`src/rtl/usb_tx_encoder.sv`:
```
// usb_tx_encoder: full-speed USB transmit encoder.
// Serializes SYNC, PID, optional payload and CRC16, then EOP, with bit
// stuffing and NRZI encoding onto the D+/D- lines.
// Optional feature macro: USB_TX_CRC16_EN
//   defined   -> CRC16 computed over the payload and sent inverted
//   undefined -> CRC logic removed, CRC field sent as 16'h0000 (bring-up)
//
// state | meaning
// ------+--------------------------------------------------------------
// IDLE  | lines at J, waiting for tx_start
// SYNC  | sending 8'h80 LSB first (outside the stuffing domain)
// PID   | sending the packet ID byte
// DATA  | sending payload bytes popped from the data buffer
// CRC   | sending the 16-bit CRC field LSB first
// EOP   | SE0 for two bit times, then J for one bit time
module usb_tx_encoder #(
    parameter int CLKS_PER_BIT = 4,
    parameter int MAX_PAYLOAD  = 64
) (
    input  logic       clk,
    input  logic       n_rst,
    input  logic       tx_start,
    input  logic [1:0] tx_packet,
    input  logic [6:0] buffer_occupancy,
    input  logic [7:0] tx_packet_data,
    output logic       get_tx_packet_data,
    output logic       tx_transfer_active,
    output logic       tx_error,
    output logic       dplus_out,
    output logic       dminus_out
);
    localparam int            TW        = (CLKS_PER_BIT > 1) ? $clog2(CLKS_PER_BIT) : 1;
    localparam logic [TW-1:0] BIT_LAST  = TW'(CLKS_PER_BIT - 1);
    localparam logic [6:0]    MAX_BYTES = 7'(MAX_PAYLOAD);
    localparam logic [1:0]    PKT_ACK   = 2'd0;
    localparam logic [1:0]    PKT_NAK   = 2'd1;
    localparam logic [1:0]    PKT_DATA  = 2'd2;
    localparam logic [1:0]    PKT_STALL = 2'd3;

    typedef enum logic [2:0] {IDLE, SYNC, PID, DATA, CRC, EOP} state_t;

    state_t        state_q, state_n;
    logic [TW-1:0] bit_tmr_q;
    logic [15:0]   shreg_q, shreg_n;
    logic [4:0]    bits_left_q, bits_left_n;
    logic [2:0]    ones_q, ones_n;
    logic [6:0]    byte_cnt_q, byte_cnt_n;
    logic [1:0]    pkt_q, pkt_n;
    logic [1:0]    eop_q, eop_n;
    logic          toggle_q, toggle_n;
    logic          err_q, err_n;
    logic          active_q, active_n;
    logic          dp_q, dp_n;
    logic          dm_q, dm_n;
    logic          boundary, pop, ld, go_eop, emit, ebit, stuff_dom;
    logic [15:0]   ld_val;
    logic [4:0]    ld_len;
    logic [15:0]   crc_field;

    function automatic logic [7:0] pid_byte(input logic [1:0] pkt, input logic tgl);
        case (pkt)
            PKT_ACK:   pid_byte = 8'hD2;
            PKT_NAK:   pid_byte = 8'h5A;
            PKT_DATA:  pid_byte = tgl ? 8'h4B : 8'hC3;
            PKT_STALL: pid_byte = 8'h1E;
            default:   pid_byte = 8'h1E;
        endcase
    endfunction

`ifdef USB_TX_CRC16_EN
    logic [15:0] crc_q, crc_n;

    // Reflected form of x^16+x^15+x^2+1, payload bits taken LSB first.
    function automatic logic [15:0] crc16_byte(input logic [15:0] c, input logic [7:0] d);
        logic [15:0] r;
        r = c;
        for (int i = 0; i < 8; i++) begin
            r = (r[0] ^ d[i]) ? ((r >> 1) ^ 16'hA001) : (r >> 1);
        end
        return r;
    endfunction

    assign crc_field = ~crc_q;

    // Running CRC register, seeded on packet start.
    always_ff @(posedge clk or negedge n_rst) begin
        if (!n_rst) crc_q <= 16'hFFFF;
        else        crc_q <= crc_n;
    end
`else
    assign crc_field = 16'h0000;
`endif

    assign stuff_dom = (state_q == PID) || (state_q == DATA) || (state_q == CRC);

    // Next-state: each bit boundary emits a stuff bit, the next shift bit, or opens the next field.
    always_comb begin
        state_n     = state_q;
        shreg_n     = shreg_q;
        bits_left_n = bits_left_q;
        ones_n      = ones_q;
        byte_cnt_n  = byte_cnt_q;
        pkt_n       = pkt_q;
        eop_n       = eop_q;
        toggle_n    = toggle_q;
        err_n       = err_q;
        active_n    = active_q;
        dp_n        = dp_q;
        dm_n        = dm_q;
`ifdef USB_TX_CRC16_EN
        crc_n       = crc_q;
`endif
        boundary    = 1'b0;
        pop         = 1'b0;
        ld          = 1'b0;
        ld_val      = 16'h0000;
        ld_len      = 5'd8;
        go_eop      = 1'b0;
        emit        = 1'b0;
        ebit        = 1'b0;

        if (state_q == IDLE) begin
            if (tx_start) begin
                boundary   = 1'b1;
                state_n    = SYNC;
                active_n   = 1'b1;
                err_n      = 1'b0;
                pkt_n      = tx_packet;
                byte_cnt_n = (buffer_occupancy > MAX_BYTES) ? MAX_BYTES : buffer_occupancy;
`ifdef USB_TX_CRC16_EN
                crc_n      = 16'hFFFF;
`endif
                ld         = 1'b1;
                ld_val     = 16'h0080;
            end
        end else if (bit_tmr_q == '0) begin
            boundary = 1'b1;
            if (stuff_dom && (ones_q == 3'd6)) begin
                emit = 1'b1;
            end else if (bits_left_q != 5'd0) begin
                emit        = 1'b1;
                ebit        = shreg_q[0];
                shreg_n     = shreg_q >> 1;
                bits_left_n = bits_left_q - 5'd1;
            end else begin
                case (state_q)
                    SYNC: begin
                        state_n = PID;
                        ld      = 1'b1;
                        ld_val  = {8'h00, pid_byte(pkt_q, toggle_q)};
                    end
                    PID, DATA: begin
                        if (pkt_q != PKT_DATA) begin
                            go_eop = 1'b1;
                        end else if (byte_cnt_q == 7'd0) begin
                            state_n = CRC;
                            ld      = 1'b1;
                            ld_val  = crc_field;
                            ld_len  = 5'd16;
                        end else if (buffer_occupancy == 7'd0) begin
                            // underflow: abandon payload, no CRC
                            err_n  = 1'b1;
                            go_eop = 1'b1;
                        end else begin
                            state_n    = DATA;
                            ld         = 1'b1;
                            ld_val     = {8'h00, tx_packet_data};
                            pop        = 1'b1;
                            byte_cnt_n = byte_cnt_q - 7'd1;
`ifdef USB_TX_CRC16_EN
                            crc_n      = crc16_byte(crc_q, tx_packet_data);
`endif
                        end
                    end
                    CRC: go_eop = 1'b1;
                    EOP: begin
                        if (eop_q == 2'd0) begin
                            eop_n = 2'd1;
                        end else if (eop_q == 2'd1) begin
                            eop_n = 2'd2;
                            dp_n  = 1'b1;
                            dm_n  = 1'b0;
                        end else begin
                            state_n  = IDLE;
                            active_n = 1'b0;
                            if ((pkt_q == PKT_DATA) && !err_q) toggle_n = ~toggle_q;
                        end
                    end
                    default: state_n = IDLE;
                endcase
            end
        end

        if (ld) begin
            emit        = 1'b1;
            ebit        = ld_val[0];
            shreg_n     = ld_val >> 1;
            bits_left_n = ld_len - 5'd1;
        end
        if (go_eop) begin
            state_n = EOP;
            eop_n   = 2'd0;
            dp_n    = 1'b0;
            dm_n    = 1'b0;
        end
        if (emit) begin
            if (!ebit) begin
                dp_n = dm_q;
                dm_n = dp_q;
            end
            ones_n = (ebit && ((state_n == PID) || (state_n == DATA) || (state_n == CRC)))
                     ? ones_q + 3'd1 : 3'd0;
        end
    end

    // Bit timer: down-counter reloaded at every bit boundary.
    always_ff @(posedge clk or negedge n_rst) begin
        if (!n_rst)                bit_tmr_q <= BIT_LAST;
        else if (boundary)         bit_tmr_q <= BIT_LAST;
        else if (state_q != IDLE)  bit_tmr_q <= bit_tmr_q - 1'b1;
    end

    // State and registered line outputs.
    always_ff @(posedge clk or negedge n_rst) begin
        if (!n_rst) begin
            state_q     <= IDLE;
            shreg_q     <= 16'h0000;
            bits_left_q <= 5'd0;
            ones_q      <= 3'd0;
            byte_cnt_q  <= 7'd0;
            pkt_q       <= PKT_ACK;
            eop_q       <= 2'd0;
            toggle_q    <= 1'b0;
            err_q       <= 1'b0;
            active_q    <= 1'b0;
            dp_q        <= 1'b1;
            dm_q        <= 1'b0;
        end else begin
            state_q     <= state_n;
            shreg_q     <= shreg_n;
            bits_left_q <= bits_left_n;
            ones_q      <= ones_n;
            byte_cnt_q  <= byte_cnt_n;
            pkt_q       <= pkt_n;
            eop_q       <= eop_n;
            toggle_q    <= toggle_n;
            err_q       <= err_n;
            active_q    <= active_n;
            dp_q        <= dp_n;
            dm_q        <= dm_n;
        end
    end

    assign get_tx_packet_data = pop;
    assign tx_transfer_active = active_q;
    assign tx_error           = err_q;
    assign dplus_out          = dp_q;
    assign dminus_out         = dm_q;

endmodule

```
`config.mk`:
```
export PLATFORM = sky130hd
export DESIGN_NAME = usb_tx_encoder
export DESIGN_NICKNAME = d
export VERILOG_FILES = /design/src/rtl/usb_tx_encoder.sv
export SDC_FILE = /design/constraint.sdc
export NUM_CORES = 1
export LEC_CHECK = 0
export ABC_AREA = 1
export BUFFER_PORTS_ARGS = -buffer_cell sky130_fd_sc_hd__buf_2
export CAP_MARGIN = 20
export CORE_ASPECT_RATIO = 0.9
export CORE_MARGIN = 2
export CORE_UTILIZATION = 58
export CTS_CLUSTER_SIZE = 28
export DETAILED_ROUTE_END_ITERATION = 7
export PLACE_DENSITY_LB_ADDON = 0.1
export SLEW_MARGIN = 10
export SYNTH_ARGS = -nofsm -noshare
export SYNTH_HDL_FRONTEND = slang
export SYNTH_SLANG_ARGS = --single-unit
```
`constraint.sdc`:
```
create_clock -name clk -period 4.5 [get_ports clk]
set_clock_uncertainty 0.1 [all_clocks]
set_input_delay 0.9 -clock clk [delete_from_list [all_inputs] [get_ports clk]]
set_output_delay 0.9 -clock clk [all_outputs]
set_load 0.05 [all_outputs]
```
==> flow_summary.toml, run 1 <==
[cts]
clk_pin_slew_ns = 0.07
cts_max_level = 2
cts.sinks = 36
post_cts_hold_buffer_count = 0
cts_buffers = 5
root_buffer = "clkbuf_8"
postCtsSetupBuffers = 0
clk_latency_ns = 0.28
cts_buffer_depth = 2
cts_tree = "built"
cts.repair.resized = 0

[timing]
setup_tns_ns = 0
hold_viol_final = 0
rsz0062_at_grt = "no"
fmax_mhz = 334
setup_viol = 0
slew_headroom = 0.466
fin_crit_ns = 3.00
finalCritPeriodShare = 0.666
report.final.slew_viol_count = 0
hold_ws_ns = 0.382
tightest_slew_ns = 0.801

[synthesis]
synth_cells = 336
synthDistinctLibCells = 35
yosysWarningCount = 0
syn_area_um2 = 2430
ys_ff_latch = 36
synth_nets = 361
synth_area_per_cell_um2 = 7.22
ys_seq_area_frac = 0.373

[global_route]
grt_antenna_before_repair = 0
grt_pass1_wl_mm = 8.56
grt_pass1_vias = 1906
grt_max_degree = 37
overflow = 0
grt_usage = 0.231

[die]
die_w_um = 72.2
initial_core_util = 0.600
coreArea_um2 = 4050
rows = 22
die_h_um = 65.4
io_pins = 25
die_area_um2 = 4720

[setup_path]
critPathLaunchType = "flip-flop"
rr_startpoint = "state_q[1]$_DFF_PN0_"
arrival_ns = 2.00
end_kind = "output pin"
crit_required_ns = 3.50
crit_fanout = 4
critPathKind = "flip-flop to output pin"
critPathLaunch = "bit_tmr_q[0]$_DFFE_PN1P_"

[routing]
first_pass_iters = 4
drt-initial-drc-count = 128
viasPerCell = 5.15
post-route-drc-count = 0
postRouteAntennaNets = 0
totalWireLength_mm = 4.91
wire_per_inst_um = 11.9
num_vias = 2121

[run_status]
status = "complete, no violations"

[worst_hold_path]
hold_path.startpoint = "shreg_q[4]$_DFFE_PN0P_"
min_path_type = "flip-flop to flip-flop"

[pwr]
peakVddDrop_v = 0.000176
p_per_area_nw_per_um2 = 220
power.total_mw = 0.583
p_leak_nw = 1.43

[run]
maxCapViolations = 0

[finish]
syn_to_final_growth_pct = 9.12
nets = 388
diodes = 0
layout_commonest_cell = "nand2_1"
nFillCells = 375
layout_common_cells = "nand2_1 (104), inv_1 (36), dfrtp_1 (33)"
drive_above_1_share = 0.184

[placed_design]
port_buffers = 24
dp.final_hpwl_mm = 3.79
gp_congestion = 0.856
critical path, cell delays in order (launching register included):
cell	delay (ns)
dfstp_2	0.36
inv_1	0.07
ha_1	0.28
inv_1	0.12
nor2_4	0.17
inv_2	0.07
nor2_4	0.16
inv_2	0.05
nor2_1	0.14
buf_2	0.29
sequential cells by signal, summed over array words and instances, names as in the netlist:
signal              cells
ones_q                  3
tx_error                1
toggle_q                1
state_q                 3
dplus_out               1
dminus_out              1
tx_transfer_active      1
byte_cnt_q              7
shreg_q                 7
bits_left_q             5
bit_tmr_q               2
pkt_q                   2
eop_q                   2
path summary, 6_finish.rpt:
check                           depth (start not counted)  slack [ns]                    endpoint
worst max register to register                         15        1.91  bits_left_q[4]$_DFFE_PN0P_
worst max-delay path                                    9        1.50          get_tx_packet_data
worst min register to register                          2        0.38      shreg_q[4]$_DFFE_PN0P_
min in group asynchronous                               1        0.60   byte_cnt_q[6]$_DFFE_PN0P_
max in group asynchronous                               1        3.19      shreg_q[3]$_DFFE_PN0P_
worst min-delay path                                    2        0.38      shreg_q[4]$_DFFE_PN0P_
per-stage QoR:
| step | setup slack, ns | cell area (µm²) | cells | utilization |
|---|---|---|---|---|
| after detailed placement | 1.58 | 2560 | 404 | 0.632 |
| after global routing | 1.34 | 2650 | 412 | 0.655 |
| after floorplan | 1.56 | 2430 | 336 | - |
| after global placement | 1.60 | 2560 | 404 | 0.632 |
| after CTS | 1.51 | 2650 | 412 | 0.655 |
| final | 1.50 | 2650 | 412 | 0.655 |
logic make-up after synthesis:
kind of cell	after synthesis	share of synthesized area
and+or+nand+nor	189	0.372
xor gates and xnor gates	5	0.0180
DFF	36	0.373
AOI/OAI and AO/OA	52	0.121
adders and majority gates	5	0.0258
buffers and inverters	49	0.0902
where the power goes:
part           switching, mW  total, mW  internal (mW)
Clock                  0.109      0.234          0.125
Combinational         0.0154     0.0236        0.00820
Sequential          0.000889      0.326          0.325
layer usage:
metal  share of wire  global-route usage
met1            0.52               0.340
met2            0.44               0.353
met3           0.036              0.0414
met4          0.0057              0.0542
met5               0                   0
cell type report:
class	instances	area, µm²	area share
Clock buffer	8	90.1	0.0340
Inverter	45	170	0.0642
Multi-Input combinational cell	251	1300	0.492
Sequential cell	36	905	0.342
Tap cell	48	60.1	0.0227
Timing Repair Buffer	24	120	0.0453
cells in the mapped netlist:
master	n	area, µm²
xnor2_1	1	8.76
nand2_4	7	78.8
nand2_2	4	25.0
nand3b_1	1	7.51
a21oi_1	6	30.0
clkinv_2	1	5.00
nand4_1	4	25.0
inv_2	8	30.0
nor2_4	4	45.0
a21oi_2	1	8.76
nor2_8	1	20.0
nand3_4	1	17.5
o21ai_0	25	125
nand3_2	2	20.0
dfrtp_1	33	826
buf_6	3	33.8
or2_1	1	6.26
nor2_2	3	18.8
nor3_1	3	15.0
a22oi_1	1	7.51
ha_1	5	62.6
o211a_1	1	10.0
buf_8	1	15.0
dfstp_2	3	78.8
nand3_1	23	115
o31ai_1	4	30.0
or2_2	1	6.26
inv_1	36	135
o21ai_2	1	8.76
nor2_1	30	113
a21boi_0	2	15.0
o21ai_1	8	40.0
xor2_1	4	35.0
a31oi_1	3	18.8
nand2_1	104	390
(Power assumes the default switching activity.)
==> inputs of run 2 (changes only) <==
ABC_AREA = 0   (was 1)
clock period = 2.95 ns   (was 4.5 ns; I/O delays follow)
==> run 2 against run 1 <==
First-iteration DRC count is 38% higher. Sequential share of layout area is 0.70 points lower. Global-route usage up 3.4 points. Power rose to 3.5 times the previous value. Sequential power is 150% higher. Routed wire length is 11% higher. Critical endpoint unchanged. Utilization is 6.5 points higher. Critical path depth fell by 4. Non-clock buffer count increased by 18. Synthesized cell count fell by 21%.
==> flow_summary.toml, run 2 <==
[run_status]
status = "complete, no violations"

[finish]
diodes = 0
reg.largest.list = "byte_cnt_q (7), shreg_q (7), bits_left_q (5)"
final_util = 0.720
syn_to_final_growth_pct = 18.0
layout_common_cells = "nand2_1 (36), dfrtp_1 (33), nor2_1 (27)"
final_area_um2 = 2700
regArea_um2 = 905
multiInputGateArea_um2 = 1340
nFillCells = 296
drive_above_1_share = 0.259
nets = 330
layout_commonest_cell = "nand2_1"
finalNonFillerCells = 351

[timing]
hold_viol_final = 0
setup_tns_ns = 0
fmax_mhz = 350
report.final.slew_viol_count = 0
setup_viol = 0
fin_crit_ns = 2.86
tightest_slew_ns = 0.794
slew_headroom = 0.471
finalCritPeriodShare = 0.969

[synthesis]
synth_cells = 265
synth_top_area_frac = 0.360
netlist_top_cells_area = "dfrtp_1 (36%), nand2_1 (6.4%), nor2_1 (4.6%)"
syn_area_um2 = 2290
synth_common_cells = "nand2_1 (39), dfrtp_1 (33), nor2_1 (28)"
synthArstFlopShare = 1.00
synth_nets = 290
synth-main-ff-cell = "dfrtp_1"
synth_area_per_cell_um2 = 8.65
synth_area_leader_cell = "dfrtp_1"
synth-edff-count = 0
synth.most_common_cell = "nand2_1"
ys_ff_latch = 36
synthDistinctLibCells = 64
ys_seq_area_frac = 0.395
yosysWarningCount = 0

[routing]
num_vias = 2142
first_pass_iters = 4
viasPerCell = 6.10
totalWireLength_mm = 5.42
wire_per_inst_um = 15.5
postRouteAntennaNets = 0
drt-initial-drc-count = 177
post-route-drc-count = 0

[setup_path]
critPathLaunchType = "flip-flop"
critPathLaunch = "bits_left_q[1]$_DFFE_PN0P_"
arrival_ns = 2.17
end_kind = "output pin"
critPathKind = "flip-flop to output pin"
crit_required_ns = 2.26
crit_fanout = 9
rr_startpoint = "byte_cnt_q[0]$_DFFE_PN0P_"

[placed_design]
place_inst = 341
dp.final_hpwl_mm = 3.94
gp_congestion = 0.886
placed_area_um2 = 2540
port_buffers = 24

[cts]
cts_buffers = 5
cts_tree = "built"
post_cts_hold_buffer_count = 0
clk_latency_ns = 0.29
cts.sinks = 36
clk_pin_slew_ns = 0.07
cts_buffer_depth = 2
cts_max_level = 2
root_buffer = "clkbuf_8"

[die]
rows = 21
die_w_um = 70.2
io_pins = 25
coreArea_um2 = 3760
initial_core_util = 0.610
die_area_um2 = 4470
die_h_um = 63.6

[run]
maxCapViolations = 0

[worst_hold_path]
min_path_type = "input pin to async pin"

[pwr]
internal_power_mw = 1.20
switching_share = 0.416
p_leak_nw = 1.13
power.total_mw = 2.06
pwr-share-comb = 0.428
pwr-share-clk = 0.183
power_switching_mw = 0.857
p_per_area_nw_per_um2 = 763
pwr-share-seq = 0.389
peakVddDrop_v = 0.000354

[global_route]
overflow = 0
grt_pass1_wl_mm = 9.35
grt_antenna_before_repair = 0
grt_max_degree = 37
grt_pass1_vias = 2033
grt_usage = 0.265
-- run 2: changes by cell type in the layout (fill, tap and decap cells not counted), sizes merged, moves of 4 or more --
cell	delta
inv	-32
a31oi	+4
nand2	-75
a21oi	+9
nor3	+11
o21ai	-15
nor2	-10
nor2b	+4
nand3	-16
buf	+17
-- run 2: final timing paths --
check                      slack [ns]  cells past startpoint                             end
hold reg to reg                  0.38                      2  tx_transfer_active$_DFFE_PN0P_
min in group clk                 0.38                      2  tx_transfer_active$_DFFE_PN0P_
setup / recovery                 0.09                      5              get_tx_packet_data
max in group asynchronous        1.97                      1          shreg_q[3]$_DFFE_PN0P_
setup reg to reg                 0.18                     13      bits_left_q[4]$_DFFE_PN0P_
hold / removal                   0.28                      1            dminus_out$_DFF_PN0_
-- run 2: final cells by class --
| type | instances | share of cell area |
|---|---|---|
| flip-flops and latches | 36 | 0.335 |
| well taps | 46 | 0.0213 |
| inverters | 12 | 0.0167 |
| clock buffers | 7 | 0.0356 |
| multi-input cells | 208 | 0.497 |
| repair buffers | 42 | 0.0953 |
-- run 2: kinds of logic (layout without fill, tap and decap cells) --
family	count (synthesis)	after routing	synth area share
buffers and inverters	21	61	0.0371
AO/OA/AOI/OAI	78	78	0.242
AND/OR/NAND/NOR	122	122	0.285
adder cells (fa/ha/maj)	5	5	0.0273
XOR/XNOR	1	1	0.00382
flip-flops	36	36	0.395
multiplexers	2	2	0.00928
-- run 2: timing repair --
item                       CTS  global route
setup endpoints to repair    0             2
gates resized for setup      0            11
setup buffers                0             3
-- run 2: power by group through the flow --
stage	combinational [mW]	clock, mW	sequential [mW]
3_5_place_dp	0.845	0	0.801
2_1_floorplan	0.612	0	0.792
4_1_cts	0.851	0.384	0.795
6_report	0.883	0.377	0.802
3_3_place_gp	0.827	0	0.798
5_1_grt	0.984	0.412	0.824
-- run 2: worst max-delay path, stage by stage (launching register included) --
cell      delay [ns]
dfrtp_1         0.44
or3_1           0.42
nor3_2          0.21
nand4_2         0.28
nor2_1          0.25
clkbuf_4        0.27
-- run 2: per-stage QoR --
stage / setup slack (ns) / hold WS [ns]
4_1_cts: 0.103 / 0.304
3_5_place_dp: 0.135 / 0.364
6_report: 0.0920 / 0.278
5_1_grt: -0.0150 / 0.349
2_1_floorplan: 0.0267 / 0.194
3_3_place_gp: 0.222 / 0.358
-- run 2: routing by layer --
metal  vias to the layer above  routed length, µm  track usage
met5                         -                  0            0
met4                         0                 63       0.0913
met3                         8                308       0.0736
met2                        69               2580        0.404
met1                      1018               2470        0.362
li1                       1047                  -            -
